**config.mk**
```make
export PLATFORM = sky130hd
export DESIGN_NAME = vi_frame_sync
export DESIGN_NICKNAME = d
export VERILOG_FILES = /design/src/rtl/vi_pkg.sv /design/src/rtl/vi_edge_sync.sv /design/src/rtl/vi_frame_sync.sv
export SDC_FILE = /design/constraint.sdc
export NUM_CORES = 1
export LEC_CHECK = 0
export ABC_AREA = 1
export BUFFER_PORTS_ARGS = -buffer_cell sky130_fd_sc_hd__clkbuf_2
export CAP_MARGIN = 20
export CORE_ASPECT_RATIO = 2
export CORE_UTILIZATION = 40
export CTS_BUF_LIST = sky130_fd_sc_hd__clkbuf_4 sky130_fd_sc_hd__clkbuf_8 sky130_fd_sc_hd__clkbuf_16
export CTS_CLUSTER_DIAMETER = 80
export DETAILED_ROUTE_END_ITERATION = 8
export PLACE_DENSITY_LB_ADDON = 0.1
export SLEW_MARGIN = 5
export SYNTH_ARGS = -nofsm -noshare
export SYNTH_HDL_FRONTEND = slang
export SYNTH_SLANG_ARGS = --single-unit
export TNS_END_PERCENT = 30
```
**constraint.sdc**
```tcl
create_clock -name clk -period 2.11 [get_ports clk]
set_input_delay 0 -clock clk [delete_from_list [all_inputs] [get_ports clk]]
set_output_delay 0 -clock clk [all_outputs]
set_load 0.05 [all_outputs]
```
**src/rtl/vi_pkg.sv**
```systemverilog
// Shared VI marker definitions: frame length, index width and the
// receiver lock state encoding (also used by the VI transmitter).
package vi_pkg;

  localparam int PULSES_DEF = 39;
  localparam int IDX_W      = 6;

  typedef enum logic {
    SEARCH = 1'b0,
    TRACK  = 1'b1
  } vi_state_e;

endpackage

```
**src/rtl/vi_edge_sync.sv**
```systemverilog
// Brings the asynchronous VI line into the clk domain and produces
// registered rise/fall strobes aligned with the synced line level.
module vi_edge_sync (
  input  logic clk,
  input  logic rst,
  input  logic din,
  output logic line,
  output logic rise,
  output logic fall
);

  // [0],[1] form the 2-FF synchronizer; [2] is the edge-detect history
  logic [2:0] sync_reg;
  logic       rise_reg;
  logic       fall_reg;

  always_ff @(posedge clk) begin
    if (!rst) begin
      sync_reg <= '0;
      rise_reg <= 1'b0;
      fall_reg <= 1'b0;
    end else begin
      sync_reg <= {sync_reg[1:0], din};
      rise_reg <= sync_reg[1] & ~sync_reg[2];
      fall_reg <= ~sync_reg[1] & sync_reg[2];
    end
  end

  assign line = sync_reg[2];
  assign rise = rise_reg;
  assign fall = fall_reg;

endmodule

```
**src/rtl/vi_frame_sync.sv**
```systemverilog
// VI marker receiver: measures high/low phase widths, finds the suppressed
// pulse (gap), indexes pulses within the frame and tracks frame lock.
module vi_frame_sync
  import vi_pkg::*;
#(
  parameter int PULSES      = PULSES_DEF,
  parameter int CNT_W       = 10,
  parameter int LOCK_FRAMES = 2,
  parameter int IDLE_MAX    = 1000
) (
  input  logic             clk,
  input  logic             rst,
  input  logic             iVI,
  output logic             oPulse,
  output logic [IDX_W-1:0] oIdx,
  output logic             oFrame,
  output logic             oLocked,
  output logic             oErr
);

  localparam int IDLE_W = $clog2(IDLE_MAX);
  localparam int GOOD_W = $clog2(LOCK_FRAMES + 1);

  localparam logic [CNT_W-1:0]  CNT_MAX    = '1;
  localparam logic [IDX_W-1:0]  IDX_LAST   = IDX_W'(PULSES - 1);
  localparam logic [IDLE_W-1:0] IDLE_LAST  = IDLE_W'(IDLE_MAX - 1);
  localparam logic [GOOD_W-1:0] GOOD_FINAL = GOOD_W'(LOCK_FRAMES - 1);

  logic line;
  logic rise;
  logic fall;

  vi_state_e         state_reg, state_next;
  logic [CNT_W-1:0]  hi_cnt_reg, hi_cnt_next;
  logic [CNT_W-1:0]  lo_cnt_reg, lo_cnt_next;
  logic [CNT_W-1:0]  hi_width_reg, hi_width_next;
  logic [IDX_W-1:0]  idx_reg, idx_next;
  logic [GOOD_W-1:0] good_cnt_reg, good_cnt_next;
  logic              aligned_reg, aligned_next;
  logic [IDLE_W-1:0] idle_cnt_reg, idle_cnt_next;
  logic              idle_armed_reg, idle_armed_next;
  logic              pulse_reg, pulse_next;
  logic              frame_reg, frame_next;
  logic              err_reg, err_next;

  logic gap;
  logic idle_hit;
  logic frame_good;

  vi_edge_sync u_edge_sync (
    .clk  (clk),
    .rst  (rst),
    .din  (iVI),
    .line (line),
    .rise (rise),
    .fall (fall)
  );

  // Compare one bit wider so 2*hi_width cannot overflow
  assign gap        = (hi_width_reg != '0) &&
                      ({1'b0, lo_cnt_reg} > {hi_width_reg, 1'b0});
  assign frame_good = (idx_reg == IDX_LAST);
  assign idle_hit   = idle_armed_reg && !rise && !fall &&
                      (idle_cnt_reg == IDLE_LAST);

  // Phase width counters, saturating
  always_comb begin
    hi_cnt_next   = hi_cnt_reg;
    lo_cnt_next   = lo_cnt_reg;
    hi_width_next = hi_width_reg;

    if (rise) begin
      hi_cnt_next = CNT_W'(1);
    end else if (line && (hi_cnt_reg != CNT_MAX)) begin
      hi_cnt_next = hi_cnt_reg + 1'b1;
    end

    if (rise) begin
      lo_cnt_next = '0;
    end else if (fall) begin
      lo_cnt_next = CNT_W'(1);
    end else if (!line && (lo_cnt_reg != CNT_MAX)) begin
      lo_cnt_next = lo_cnt_reg + 1'b1;
    end

    if (idle_hit) begin
      hi_width_next = '0;
    end else if (fall) begin
      hi_width_next = hi_cnt_reg;
    end
  end

  // Loss-of-signal timer: fires once per quiet stretch, re-armed by any edge
  always_comb begin
    idle_cnt_next   = idle_cnt_reg;
    idle_armed_next = idle_armed_reg;
    if (rise || fall) begin
      idle_cnt_next   = '0;
      idle_armed_next = 1'b1;
    end else if (idle_hit) begin
      idle_armed_next = 1'b0;
    end else if (idle_armed_reg) begin
      idle_cnt_next = idle_cnt_reg + 1'b1;
    end
  end

  always_comb begin
    state_next    = state_reg;
    idx_next      = idx_reg;
    good_cnt_next = good_cnt_reg;
    aligned_next  = aligned_reg;
    pulse_next    = rise;
    frame_next    = 1'b0;
    err_next      = 1'b0;

    if (idle_hit) begin
      state_next    = SEARCH;
      good_cnt_next = '0;
      aligned_next  = 1'b0;
      err_next      = (state_reg == TRACK);
    end else if (rise && gap) begin
      idx_next     = '0;
      frame_next   = 1'b1;
      aligned_next = 1'b1;
      // A bad gap still realigns the index, so the next gap is checked
      if (aligned_reg) begin
        if (frame_good) begin
          if (state_reg == SEARCH) begin
            good_cnt_next = good_cnt_reg + 1'b1;
            if (good_cnt_reg == GOOD_FINAL) begin
              state_next = TRACK;
            end
          end
        end else begin
          good_cnt_next = '0;
          if (state_reg == TRACK) begin
            err_next   = 1'b1;
            state_next = SEARCH;
          end
        end
      end
    end else if (rise) begin
      if (idx_reg == IDX_LAST) begin
        good_cnt_next = '0;
        if (state_reg == TRACK) begin
          err_next     = 1'b1;
          state_next   = SEARCH;
          aligned_next = 1'b0;
        end
      end else begin
        idx_next = idx_reg + 1'b1;
      end
    end
  end

  always_ff @(posedge clk) begin
    if (!rst) begin
      state_reg      <= SEARCH;
      hi_cnt_reg     <= '0;
      lo_cnt_reg     <= '0;
      hi_width_reg   <= '0;
      idx_reg        <= '0;
      good_cnt_reg   <= '0;
      aligned_reg    <= 1'b0;
      idle_cnt_reg   <= '0;
      idle_armed_reg <= 1'b1;
      pulse_reg      <= 1'b0;
      frame_reg      <= 1'b0;
      err_reg        <= 1'b0;
    end else begin
      state_reg      <= state_next;
      hi_cnt_reg     <= hi_cnt_next;
      lo_cnt_reg     <= lo_cnt_next;
      hi_width_reg   <= hi_width_next;
      idx_reg        <= idx_next;
      good_cnt_reg   <= good_cnt_next;
      aligned_reg    <= aligned_next;
      idle_cnt_reg   <= idle_cnt_next;
      idle_armed_reg <= idle_armed_next;
      pulse_reg      <= pulse_next;
      frame_reg      <= frame_next;
      err_reg        <= err_next;
    end
  end

  assign oPulse  = pulse_reg;
  assign oIdx    = idx_reg;
  assign oFrame  = frame_reg;
  assign oErr    = err_reg;
  assign oLocked = (state_reg == TRACK);

endmodule

```
# After elaboration in Yosys (flattened, before gate mapping)
# Index checks and enable logic that the tools add are counted.
[totals] regBits=59 inputBits=3 output_inout_bits=10 elab_cells=95
[op_classes] n_addsub=5 magnitude_cmp=1 n_eq_ne=8 mux=32 bitwise_logic=6 reduce_logical=26
[ops] operator="10-bit by 1-bit adder with 10-bit output, second input constant" count=3
[ops] operator="1-bit 2-to-1 mux" count=23
[ops] operator="10-bit inequality test, second input constant" count=2
[ops] operator="6-bit 2-to-1 mux" count=3
[ops] operator="2-bit 2-to-1 mux" count=6
[ops] operator="10-bit by 11-bit > comparator with 1-bit output" count=1
[ops] operator="10-bit equality test, second input constant" count=1
[ops] operator="10-bit nonzero test" count=1
[ops] operator="2-bit nonzero test" count=5
[ops] operator="3-bit AND reduction" count=3
[ops] operator="1-bit logical AND" count=7
[ops] operator="6-bit by 1-bit adder with 6-bit output, second input constant" count=1
[ops] operator="6-bit equality test, second input constant" count=1
[ops] operator="2-bit OR reduction" count=3
[ops] operator="1-bit NOT" count=4
[ops] operator="4-bit AND reduction" count=1
[ops] operator="1-bit logical NOT" count=3
[ops] operator="3-bit inequality test, second input constant" count=1
[ops] operator="3-bit OR reduction" count=1
[ops] operator="2-bit by 1-bit adder with 2-bit output, second input constant" count=1
[ops] operator="1-bit AND" count=2
[ops] operator="2-bit by 1-bit equality test with 1-bit output, second input constant" count=1
[ops] operator="2-bit by 1-bit inequality test with 1-bit output, second input constant" count=1
[ops] operator="2-bit inequality test, second input constant" count=1
[ops] operator="2 further kinds" count=2

# Logic depth before layout (Yosys ltp)
[depth] depth_word=6 ltp_mapped=15

# Hierarchy
# A second synthesis with hierarchy kept.
[hier_totals] cells_unflattened=444 hier_area_um2=3110.5
[modules_own_cells] mod="vi_frame_sync" n_inst=1 cells_per_inst=430 area_per_inst_um2=2974.1 seq_area_each_um2=1081.0
[modules_own_cells] mod="vi_edge_sync" n_inst=1 cells_per_inst=14 area_per_inst_um2=136.4 seq_area_each_um2=100.1

# Worst setup path after synthesis
# OpenSTA, ideal clock, no wires.
[synth_timing] path_kind="register to register" startpoint="register idx_reg[0], in the netlist oIdx[0]" endpoint="register good_cnt_reg[0]" setup_ns=0.115 t_arrival_ns=1.611 required_ns=1.995 setup_slack_ns=0.384 path_stages_with_launch=11 n_path_buf=0 period_less_slack_ns=1.726 path_cell_list="dfxtp_1 -> inv_1 -> ha_1 -> nand3_1 -> inv_1 -> nand2_1 -> nand3_1 -> nand2_1 -> nand3_1 -> nand2_1 -> nor2_1"
[synth_between] elab_chain_len=4 word_cells_on_any_way=7 classes_between="eq/ne (2); mux (3); reduce/logical (2)"
[synth_rtl] item="start, declared" line="vi_frame_sync.sv:37" text="logic [IDX_W-1:0] idx_reg, idx_next;"
[synth_rtl] item="start signal, assigned" line="vi_frame_sync.sv:175" text="idx_reg <= idx_next;"
[synth_rtl] item="6-bit equality test (*)" line="vi_frame_sync.sv:62, vi_frame_sync.sv:143"
[synth_rtl] item="2-bit 2-to-1 mux" line="vi_frame_sync.sv:127" text="if (frame_good) begin"
[synth_rtl] item="2-bit 2-to-1 mux" line="vi_frame_sync.sv:126" text="if (aligned_reg) begin"
[synth_rtl] item="2-bit 2-to-1 mux" line="vi_frame_sync.sv:121" text="end else if (rise && gap) begin"
[synth_rtl] item="end signal, assigned" line="vi_frame_sync.sv:176" text="good_cnt_reg <= good_cnt_next;"
[synth_rtl] item="end, declared" line="vi_frame_sync.sv:38" text="logic [GOOD_W-1:0] good_cnt_reg, good_cnt_next;"
# Every way passes the cells marked *; elsewhere a longest branch is shown, timed or not. The select of a mux whose other input is x is not followed.
# A chain may end at the register's enable or synchronous reset.

# Worst setup path in the final report
[layout_timing] startpoint="register lo_cnt_reg[9]" endpoint="register idx_reg[4], in the netlist oIdx[4]"
[layout_between] elab_chain_len=5 word_cells_on_any_way=7 classes_between="order compare (1); eq/ne (1); mux (1); reduce/logical (4)"
[layout_rtl] item="start, declared" line="vi_frame_sync.sv:35" text="logic [CNT_W-1:0] lo_cnt_reg, lo_cnt_next;"
[layout_rtl] item="start signal, assigned" line="vi_frame_sync.sv:173" text="lo_cnt_reg <= lo_cnt_next;"
[layout_rtl] item="10-bit by 11-bit > comparator with 1-bit output (*)" line="vi_frame_sync.sv:61" text="({1'b0, lo_cnt_reg} > {hi_width_reg, 1'b0});"
[layout_rtl] item="1-bit logical AND (*)" line="vi_frame_sync.sv:60" text="assign gap = (hi_width_reg != '0) &&"
[layout_rtl] item="1-bit logical AND (*)" line="vi_frame_sync.sv:121"
[layout_rtl] item="2-bit by 1-bit inequality test with 1-bit output (no line) or 2-bit nonzero test (tied branches)"
[layout_rtl] item="3-bit AND reduction (no line)"
# Every way passes the cells marked *; elsewhere a longest branch is shown, timed or not.

==> results.toml <==
[status]
status = "finished clean"

[setup_path]
worstPathRequired_ns = 2.34
crit_path_max_incr_delay_ns = 0.44
reg2regPathDepth = 13
cp_cell_sequence = "ha_1 -> nand2_1 -> nor2_1 -> nand3_1 -> nand2_1 -> nor2_2 -> nand2_2 -> nand2_2 -> nand2_2 -> inv_2 -> nand2_1 -> nand2_1 -> nor2_1"
crit_top_cell = "nand2_1"
start_kind = "flip-flop"
worst-path-max-fanout = 7
critPathSlowestCell = "dfxtp_1"
crit_type = "reg -> reg"
cp-end-kind = "flip-flop"
crit_arrival_ns = 2.11

[timing]
min_period_ns = 1.882
fin_crit_sh = 0.8917
slew_headroom = 0.6819
setup_viol = 0
fin_setup_tns_ns = 0
clock_skew_ns = 0.003316
fmax_mhz = 531.5
drv_slew = 0
worst_pin_slew_ns = 0.4735
final_hold_viol_count = 0
rsz0062_at_grt = "no"

[synthesis]
synth.distinct_cells = 32
avgSynthCellArea_um2 = 6.970
synth_edf_count = 0
synth_top_flop_cell = "dfxtp_1"
syn_area_mm2 = 0.003248
synth_fp_nets = 484
synth-seq-cells = 59
ys.warnings.count = 0
netlist.area_leader.share = 0.3636
synth_area_leaders = "dfxtp_1, nand2_1, nor2_1"
yosysTopAreaCell = "dfxtp_1"
synth_cells = 466
yosysSeqAreaShare = 0.3636
async_reset_ff_frac = 0

[floorplanning]
die_area_mm2 = 0.008507
initial_core_util = 0.4119
die_x_um = 65.72
core_area_mm2 = 0.007885
ios = 13
rows = 46
die_y_um = 129.4

[layout]
multi_input_area_mm2 = 0.001750
nets = 504
layout_common_cells = "nand2_1, nor2_1, inv_1"
final_common_cell = "nand2_1"
final_area_mm2 = 0.003722
ff_latch_area_mm2 = 0.001184
nFillCells = 809
area_growth_pct = 14.60
drive_gt1_frac = 0.1426
n_antenna_cell = 0

[cts]
tritoncts = "built"
htree_levels = 3
ctsLongestPathBuffers = 2
cts_setup_buffers = 0
clk_latency_ns = 0.33
cts-root-buf = "clkbuf_16"
cts.sinks = 59
clk_pin_slew_worst_paths_ns = 0.05
cts_buffers = 9

[global_routing]
grt_pass1_wl_mm = 13.38
grt_antenna_before_repair = 0
grt_pass1_vias = 2828
grt_overflow = 0
grt_max_degree = 22
track_usage = 0.2097

[routing]
num_vias = 2864
wl_mm = 7.712
drc_errors = 0
initialDrtViolationCount = 88
avgRoutedWirePerCell_um = 13.14
drtPass1Iterations = 4
vias_per_cell = 4.879
ant_nets = 0

[job]
max_cap_viol_count = 0

[hold_path]
whs_path_depth = 3
hold_class = "in -> reg"

[power_and_ir_drop]
power_density_mw_per_mm2 = 738.0
ir_worst_vdd_mv = 0.4700
leakagePower_uw = 0.001594
power.total_uw = 2747

[placed_design]
io_buffer_count = 12
place_area_mm2 = 0.003411
gp_congestion = 0.8136
dp_hpwl_mm = 5.925
-- synthesized netlist by cell type (6+ instances only) --
cell	number
a21oi_1	35
dfxtp_1	59
ha_1	15
inv_1	61
inv_2	7
nand2_1	112
nand2_2	7
nand3_1	24
nand3_2	6
nand4_1	8
nor2_1	62
nor3_1	12
o21ai_0	9
xor2_1	13
-- worst paths after layout --
path                      startpoint                 endpoint  slack, ns
max                    lo_cnt_reg[9]                  oIdx[4]       0.23
min                              rst  u_edge_sync.sync_reg[1]       0.04
max reg2reg            lo_cnt_reg[9]                  oIdx[4]       0.23
min reg2reg  u_edge_sync.sync_reg[0]  u_edge_sync.sync_reg[1]       0.41
-- per-layer routing --
layer  part of all wire  wire length (um)  GRT usage
met4              0.021               161    0.08951
met5                  0                 0          0
met2               0.57              4363     0.3896
met3              0.019               150    0.04489
met1               0.39              3037     0.2178
-- what timing repair did --
| action | CTS | global route |
|---|---|---|
| resized for setup | 0 | 2 |
| hold buffers | 1 | 0 |
| endpoints found under the setup margin | 0 | 1 |
| endpoints found under the hold margin | 1 | 0 |
-- layout make-up --
type,instances,share of cell area
clock buffer,11,0.06622
tap,96,0.03227
multi-input combinational,329,0.4703
timing repair buffer,18,0.02891
sequential,59,0.3180
inverter,69,0.07025
clock inverter,5,0.01412
-- cell families after synthesis --
kind of cell,after synthesis,share of synthesized area
buffers and inverters,78,0.09746
DFF,59,0.3636
xor gates and xnor gates,18,0.04854
AOI/OAI and AO/OA,52,0.09014
adders and majority gates,15,0.05778
and+or+nand+nor,244,0.3425
-- per-stage QoR --
step,utilization,hold slack (ns),cells,setup WS (ns)
global placement,0.4326,0.1844,570,0.2300
CTS,0.4718,0.03407,587,0.2143
global route,0.4721,0.06060,587,0.001642
floorplan,-,0.09763,466,0.3838
finish,0.4721,0.03546,587,0.2285
detailed placement,0.4326,0.1910,570,0.2239
-- power breakdown --
| part | internal [uW] | switching, uW | total, uW |
|---|---|---|---|
| sequential | 1140 | 17.8 | 1150 |
| combinational | 43.4 | 98.6 | 142 |
| clock | 951 | 501 | 1450 |
| total | 2130 | 618 | 2750 |
-- worst max-delay path, delay by kind of cell (launching register included) --
| family | cells | cell delay, ns |
|---|---|---|
| simple gates | 11 | 0.92 |
| flops | 1 | 0.44 |
| fa+ha+maj | 1 | 0.30 |
| buf+inv | 1 | 0.12 |
(Power assumes the default switching activity.)
